<file path="src/rtl/muldiv_pkg.sv">
// Shared definitions for the HI/LO multiply/divide sequencer.
//   op_t     : operation encodings carried on the 2-bit op port
//   state_t  : sequencer states
//   DZ_QUOT  : quotient written to LO on divide by zero
//   neg32    : two's-complement negate
//   mag32    : magnitude of a value, treated as signed only when sgn is set
package muldiv_pkg;

    typedef enum logic [1:0] {
        OP_MULTU = 2'b00,
        OP_MULT  = 2'b01,
        OP_DIVU  = 2'b10,
        OP_DIV   = 2'b11
    } op_t;

    typedef enum logic [1:0] {
        IDLE = 2'b00,
        RUN  = 2'b01,
        FIX  = 2'b10
    } state_t;

    localparam logic [31:0] DZ_QUOT = 32'hFFFF_FFFF;

    function automatic logic [31:0] neg32(input logic [31:0] x);
        return ~x + 32'd1;
    endfunction

    function automatic logic [31:0] mag32(input logic [31:0] x, input logic sgn);
        return (sgn && x[31]) ? neg32(x) : x;
    endfunction

endpackage

</file>
<file path="src/rtl/adderc.sv">
// Carry-in/carry-out ripple adder.
//   a, b : addends
//   cin  : carry in
//   s    : sum
//   cout : carry out
module adderc #(
    parameter int WIDTH = 33
) (
    input  logic [WIDTH-1:0] a,
    input  logic [WIDTH-1:0] b,
    input  logic             cin,
    output logic [WIDTH-1:0] s,
    output logic             cout
);

    logic [WIDTH:0] full;

    assign full = {1'b0, a} + {1'b0, b} + {{WIDTH{1'b0}}, cin};
    assign s    = full[WIDTH-1:0];
    assign cout = full[WIDTH];

endmodule

</file>
<file path="src/rtl/muldiv_step.sv">
// One radix-2 iteration of the shift-add multiplier or restoring divider,
// sharing a single 33-bit adder.
//   acc_hi, acc_lo : current accumulator (P_hi/P_lo or R/Q)
//   operand        : |multiplicand| for multiply, |divisor| for divide
//   mode           : 0 multiply, 1 divide
//   next_hi/lo     : accumulator after this iteration
module muldiv_step (
    input  logic [31:0] acc_hi,
    input  logic [31:0] acc_lo,
    input  logic [31:0] operand,
    input  logic        mode,
    output logic [31:0] next_hi,
    output logic [31:0] next_lo
);

    logic [32:0] add_a;
    logic [32:0] add_b;
    logic [32:0] add_s;
    logic        add_cin;
    logic        add_cout;
    logic [32:0] sel;

    adderc #(.WIDTH(33)) u_add (
        .a    (add_a),
        .b    (add_b),
        .cin  (add_cin),
        .s    (add_s),
        .cout (add_cout)
    );

    always_comb begin
        add_a   = {1'b0, acc_hi};
        add_b   = {1'b0, operand};
        add_cin = 1'b0;
        sel     = add_a;
        next_hi = acc_hi;
        next_lo = acc_lo;
        if (mode) begin
            // Shifted remainder is 33 bits wide; carry out of R + ~D + 1
            // means no borrow, i.e. the trial difference is non-negative.
            add_a   = {acc_hi, acc_lo[31]};
            add_b   = ~{1'b0, operand};
            add_cin = 1'b1;
            next_hi = add_cout ? add_s[31:0] : add_a[31:0];
            next_lo = {acc_lo[30:0], add_cout};
        end else begin
            sel     = acc_lo[0] ? add_s : add_a;
            next_hi = sel[32:1];
            next_lo = {sel[0], acc_lo[31:1]};
        end
    end

endmodule

</file>
<file path="src/rtl/muldiv_seq.sv">
// Multi-cycle MULT/MULTU/DIV/DIVU sequencer owning the HI/LO registers.
//   clk, reset   : clock, asynchronous active-high reset
//   start, op    : launch an operation (sampled in IDLE only)
//   srca, srcb   : rs / rt operands
//   cancel       : abort the running operation, HI/LO untouched
//   mthi, mtlo   : write srca into HI / LO while idle
//   busy, done   : operation in flight / one-cycle completion pulse
//   hi, lo       : architectural HI and LO
//
// state | meaning
// IDLE  | waiting; accepts start and mthi/mtlo
// RUN   | one multiply/divide iteration per cycle, ITERS cycles
// FIX   | sign correction, HI/LO write, done pulse
module muldiv_seq
    import muldiv_pkg::*;
#(
    parameter int ITERS = 32
) (
    input  logic        clk,
    input  logic        reset,
    input  logic        start,
    input  logic [1:0]  op,
    input  logic [31:0] srca,
    input  logic [31:0] srcb,
    input  logic        cancel,
    input  logic        mthi,
    input  logic        mtlo,
    output logic        busy,
    output logic        done,
    output logic [31:0] hi,
    output logic [31:0] lo
);

    localparam int CW = $clog2(ITERS);
    localparam logic [CW-1:0] LAST = CW'(ITERS - 1);

    state_t      state, state_next;
    logic [CW-1:0] count;
    op_t         op_q;
    logic [31:0] opnd;
    logic [31:0] acc_hi;
    logic [31:0] acc_lo;
    logic [31:0] a_raw;
    logic        neg_q;
    logic        neg_r;
    logic        dz;

    logic [31:0] a_mag;
    logic [31:0] b_mag;
    logic [31:0] step_hi;
    logic [31:0] step_lo;
    logic        launch;
    logic        mt_ok;
    logic        write_res;
    logic [63:0] product;
    logic [31:0] res_hi;
    logic [31:0] res_lo;

    assign launch    = (state == IDLE) && start && !cancel;
    assign mt_ok     = (state == IDLE) && !start;
    assign write_res = (state == FIX) && !cancel;
    assign busy      = (state != IDLE);
    assign a_mag     = mag32(srca, op[0]);
    assign b_mag     = mag32(srcb, op[0]);

    muldiv_step u_step (
        .acc_hi  (acc_hi),
        .acc_lo  (acc_lo),
        .operand (opnd),
        .mode    (op_q[1]),
        .next_hi (step_hi),
        .next_lo (step_lo)
    );

    always_ff @(posedge clk or posedge reset) begin
        if (reset) state <= IDLE;
        else       state <= state_next;
    end

    always_comb begin
        state_next = state;
        case (state)
            IDLE:    if (start && !cancel) state_next = RUN;
            RUN:     if (cancel) state_next = IDLE;
                     else if (count == LAST) state_next = FIX;
            FIX:     state_next = IDLE;
            default: state_next = IDLE;
        endcase
    end

    always_ff @(posedge clk or posedge reset) begin
        if (reset) begin
            count  <= '0;
            op_q   <= OP_MULTU;
            opnd   <= '0;
            acc_hi <= '0;
            acc_lo <= '0;
            a_raw  <= '0;
            neg_q  <= 1'b0;
            neg_r  <= 1'b0;
            dz     <= 1'b0;
        end else if (launch) begin
            count  <= '0;
            op_q   <= op_t'(op);
            opnd   <= op[1] ? b_mag : a_mag;
            acc_hi <= '0;
            acc_lo <= op[1] ? a_mag : b_mag;
            a_raw  <= srca;
            neg_q  <= srca[31] ^ srcb[31];
            neg_r  <= srca[31];
            dz     <= op[1] && (srcb == 32'd0);
        end else if (state == RUN && !cancel) begin
            count  <= count + 1'b1;
            acc_hi <= step_hi;
            acc_lo <= step_lo;
        end
    end

    // Result fix-up; the magnitudes in the accumulator are only negated for
    // the signed opcodes. Divide by zero overrides with the raw dividend.
    always_comb begin
        product = {acc_hi, acc_lo};
        res_hi  = acc_hi;
        res_lo  = acc_lo;
        if (!op_q[1]) begin
            if (op_q == OP_MULT && neg_q) product = ~product + 64'd1;
            res_hi = product[63:32];
            res_lo = product[31:0];
        end else if (dz) begin
            res_hi = a_raw;
            res_lo = DZ_QUOT;
        end else if (op_q == OP_DIV) begin
            res_lo = neg_q ? neg32(acc_lo) : acc_lo;
            res_hi = neg_r ? neg32(acc_hi) : acc_hi;
        end
    end

    always_ff @(posedge clk or posedge reset) begin
        if (reset) begin
            hi   <= '0;
            lo   <= '0;
            done <= 1'b0;
        end else begin
            done <= write_res;
            if (write_res) begin
                hi <= res_hi;
                lo <= res_lo;
            end else if (mt_ok) begin
                if (mthi) hi <= srca;
                if (mtlo) lo <= srca;
            end
        end
    end

endmodule

</file>
<file path="config.mk">
export PLATFORM = sky130hd
export DESIGN_NAME = muldiv_seq
export DESIGN_NICKNAME = d
export VERILOG_FILES = /design/src/rtl/muldiv_pkg.sv /design/src/rtl/adderc.sv /design/src/rtl/muldiv_step.sv /design/src/rtl/muldiv_seq.sv
export SDC_FILE = /design/constraint.sdc
export NUM_CORES = 1
export LEC_CHECK = 0
export BUFFER_PORTS_ARGS = -buffer_cell sky130_fd_sc_hd__buf_2
export CORE_ASPECT_RATIO = 0.9
export CORE_MARGIN = 2
export CORE_UTILIZATION = 57
export CTS_BUF_LIST = sky130_fd_sc_hd__clkbuf_2 sky130_fd_sc_hd__clkbuf_4 sky130_fd_sc_hd__clkbuf_8
export DETAILED_ROUTE_END_ITERATION = 16
export PLACE_DENSITY = 0.78
export SLEW_MARGIN = 10
export SYNTH_ARGS = -nofsm -noshare
export SYNTH_HDL_FRONTEND = slang
export SYNTH_SLANG_ARGS = --single-unit
</file>
<file path="constraint.sdc">
create_clock -name clk -period 6.53 [get_ports clk]
set_clock_uncertainty 0.1 [all_clocks]
set_input_delay 0.9795 -clock clk [delete_from_list [all_inputs] [get_ports clk]]
set_output_delay 0.9795 -clock clk [all_outputs]
set_load 0.1 [all_outputs]
</file>
==> summary.txt <==
Worst-path maximum fanout -> 80
Die Height -> 164.6 µm
Critical path class -> register to register
Critical path startpoint category -> register
Final setup violation count -> 0
# rows -> 58
Starting Density -> 0.5818
Net count after synthesis -> 2206
Post_cts resized -> 0
First-pass GRT wire length -> 85.36 mm
Worst setup EP type -> register
Fraction of registers with async set/reset -> 1.000
Crit-path most repeated cell -> buf_4
Pre-antenna DRT Iters -> 6
GR Util All Layers -> 0.3686
CP Data Arrival Time -> 5530 ps
Main synth FF type -> dfrtp_1
Required time of the worst setup path -> 6840 ps
Post-synth cell types -> 82
Final Hold Viols -> 0
Compound-cell area share of the yosys netlist -> 0.2397
Total Routed Length -> 56.12 mm
Number of flops mapped to enable cells by yosys -> 0
Yosys top cell area share -> 0.3124
Worst min-delay path category -> input port to async pin
Layout Nets -> 2222
Max H-tree Level -> 2
Global route overflow -> 0
Fraction of layout cells with a size suffix above 1 -> 0.1431
Slew @ Worst Pin -> 1141 ps
Slew Limit Headroom -> 0.2393
PwrDens -> 390.1 nW/µm²
Cell area after synthesis -> 16340 µm²
Final worst slack -> 1316 ps
Synth Area in XOR/XNOR -> 0.1002
Chip width -> 182.5 µm
Filler-free cell count of the finished design -> 2499
Sequential share of the synthesized area -> 0.3124
Yosys Warn Count -> 0
CTS max path bufs -> 3
Fmax -> 191.8 MHz
# clock sinks -> 204
Largest net degree at the start of global routing -> 121
Period utilisation layout -> 0.7984
Register bit total from synthesis -> 204
Gate Count Post-Synth -> 2096
Util after Layout -> 0.6314
Largest family of logic cells by synthesized area -> compound AO/OA/AOI/OAI gates
Num ports -> 138
Initial antenna violation count -> 1
Peak VDD IR -> 0.1618 mV
Hold buffers post-CTS -> 0
Largest stage delay on the critical path -> 1160 ps
Area contributors post-synth -> dfrtp_1 31%, nand2_1 8.7%, o21ai_0 5.8%
Max-slew violations -> 0
Syn_area_per_cell -> 7.796 µm²
CTS Buf Count -> 37
Commonest cells after routing, fill and taps aside -> 376 x nand2_1, 203 x dfrtp_1, 189 x o21ai_0
Die ar. -> 30040 µm²
Worst path top cell family by delay -> simple AND/OR/NAND/NOR gates
Mux contribution to synthesized area -> 0.06554
CP cell instances -> buf_4, xor2_1, ha_1, nand2_1, nor3_1, nand4b_1, or3_1, a311oi_2, nor2_2, buf_4, mux2i_1, a21oi_1, a22o_1
Worst path slowest cell -> dfrtp_4
Clock Latency Late Sink -> 560 ps
FF/Latch Area -> 5109 µm²
Post-Synth Adder-Cell Area -> 0.02956
Iteration-0 DRC count of the detailed router -> 2269
Post-CTS setup buffers -> 0
Fillcell total -> 2490
Post-Synth Simple-Gate Area -> 0.2025
Vias per cell -> 6.595
Total leakage power -> 7.854 nW
Routability cong. -> 0.9352
Dpl hpwl -> 40.80 mm
Core ar. -> 28080 µm²
Crit path buf inv count -> 2
Area of the multi-input gates -> 10440 µm²
DRC viols -> 0
Via count -> 16480
CTS Root Cell -> clkbuf_8
CTS tree -> done
ANT nets after route -> 0
Crit path time final -> 5214 ps
Per-cell routed wire length -> 22.46 µm
Max-Cap Viols -> 0
Sum of negative setup slack -> 0 ps
Status -> finished, final reports clean
Commonest non-fill, non-tap cell in the layout -> nand2_1
CTS clk-pin slew, worst paths -> 70 ps
RSZ-0062 raised after global routing -> no
Dpl ws -> 1417 ps
Area delta synth->final -> 8.515%
IO Port Bufs -> 137
Cell accounting for the most synthesized area -> dfrtp_1
Vias in the first global route -> 14450
Placed insts -> 2433
==> per-layer routing <==
| metal | global-route usage | up-vias | wire length (µm) |
|---|---|---|---|
| met2 | 0.5078 | 1087 | 22250 |
| li1 | - | 7512 | - |
| met5 | 0 | - | 0 |
| met1 | 0.5580 | 7790 | 24230 |
| met3 | 0.08798 | 91 | 7496 |
| met4 | 0.1294 | 0 | 2142 |
==> cell families (layout without fill, tap and decap cells) <==
kind of cell / Yosys count / count (layout)
compound gates: 624 / 624
xor+xnor: 187 / 187
fa+ha+maj: 38 / 38
buf+inv: 208 / 250
flops: 204 / 204
mux: 102 / 102
other cells: 0 / 1
simple gates: 733 / 733
==> worst register-to-register path, cell delays in order (launching register included) <==
cell and delay, ps:
dfrtp_4 1160, buf_4 530, xor2_1 130, ha_1 430, nand2_1 100, nor3_1 280
nand4b_1 190, or3_1 430, a311oi_2 700, nor2_2 300, buf_4 310, mux2i_1 180
a21oi_1 90, a22o_1 190
==> stage by stage <==
step / area (µm²) / hold WS (ps) / power, mW
after floorplan: 16340 / 340.3 / 4.603
after global placement: 16970 / 354.7 / 5.487
after detailed placement: 16970 / 358.2 / 5.534
after CTS: 17730 / 307.9 / 6.804
after global routing: 17730 / 317.8 / 7.272
final: 17730 / 306.4 / 6.917
==> layout make-up <==
cell class              count  area share
flip-flops and latches    204      0.2881
diodes                      1   0.0001411
multi-input cells        1684      0.5885
well taps                 360     0.02540
inverters                  23    0.005080
clock buffers              59     0.04015
repair buffers            162     0.04996
clock inverters             6    0.002681
==> final timing paths <==
kind	from	end	slack (ps)	cells past startpoint
max in group asynchronous	reset	op_q[1]$_DFFE_PP0P_	4660	3
worst max register to register	op_q[1]$_DFFE_PP0P_	acc_hi[16]$_DFFE_PP0P_	1320	13
worst min-delay path	reset	lo[11]$_DFFE_PP0P_	310	2
worst min register to register	a_raw[7]$_DFFE_PP0P_	a_raw[7]$_DFFE_PP0P_	370	2
min in group clk	a_raw[7]$_DFFE_PP0P_	a_raw[7]$_DFFE_PP0P_	370	2
worst max-delay path	op_q[1]$_DFFE_PP0P_	acc_hi[16]$_DFFE_PP0P_	1320	13
==> cell usage after synthesis (15+ instances only) <==
| cell type | count |
|---|---|
| o221ai_1 | 15 |
| mux2i_1 | 62 |
| dfrtp_1 | 204 |
| ha_1 | 37 |
| clkbuf_1 | 153 |
| a32oi_1 | 33 |
| mux2_2 | 40 |
| buf_1 | 18 |
| nor4_1 | 15 |
| or3_1 | 19 |
| a21oi_1 | 173 |
| o211ai_1 | 36 |
| a211oi_1 | 17 |
| nand2_1 | 377 |
| or4_1 | 24 |
| o21ai_0 | 189 |
| nand3_1 | 27 |
| xor2_1 | 99 |
| a21o_1 | 25 |
| xnor2_1 | 88 |
| and3_1 | 15 |
| a31oi_1 | 16 |
| nor3_1 | 33 |
| inv_1 | 21 |
| o31ai_1 | 30 |
| nor2_1 | 151 |
==> where the power goes <==
group          leakage [nW]  switching [mW]  internal, mW  total, mW
Sequential             2.55           0.518          1.52       2.04
Clock                 0.406           0.579         0.695       1.27
Combinational          4.90            2.35          1.26       3.60
Total                  7.85            3.44          3.47       6.92
==> flip-flops by register name, indices dropped and copies added (netlist names) <==
signal / cells
a_raw: 32
acc_hi: 32
acc_lo: 32
count: 5
done: 1
dz: 1
hi: 32
lo: 32
neg_q: 1
op_q: 2
opnd: 32
state: 2
Power figures use the tool's default switching activity.
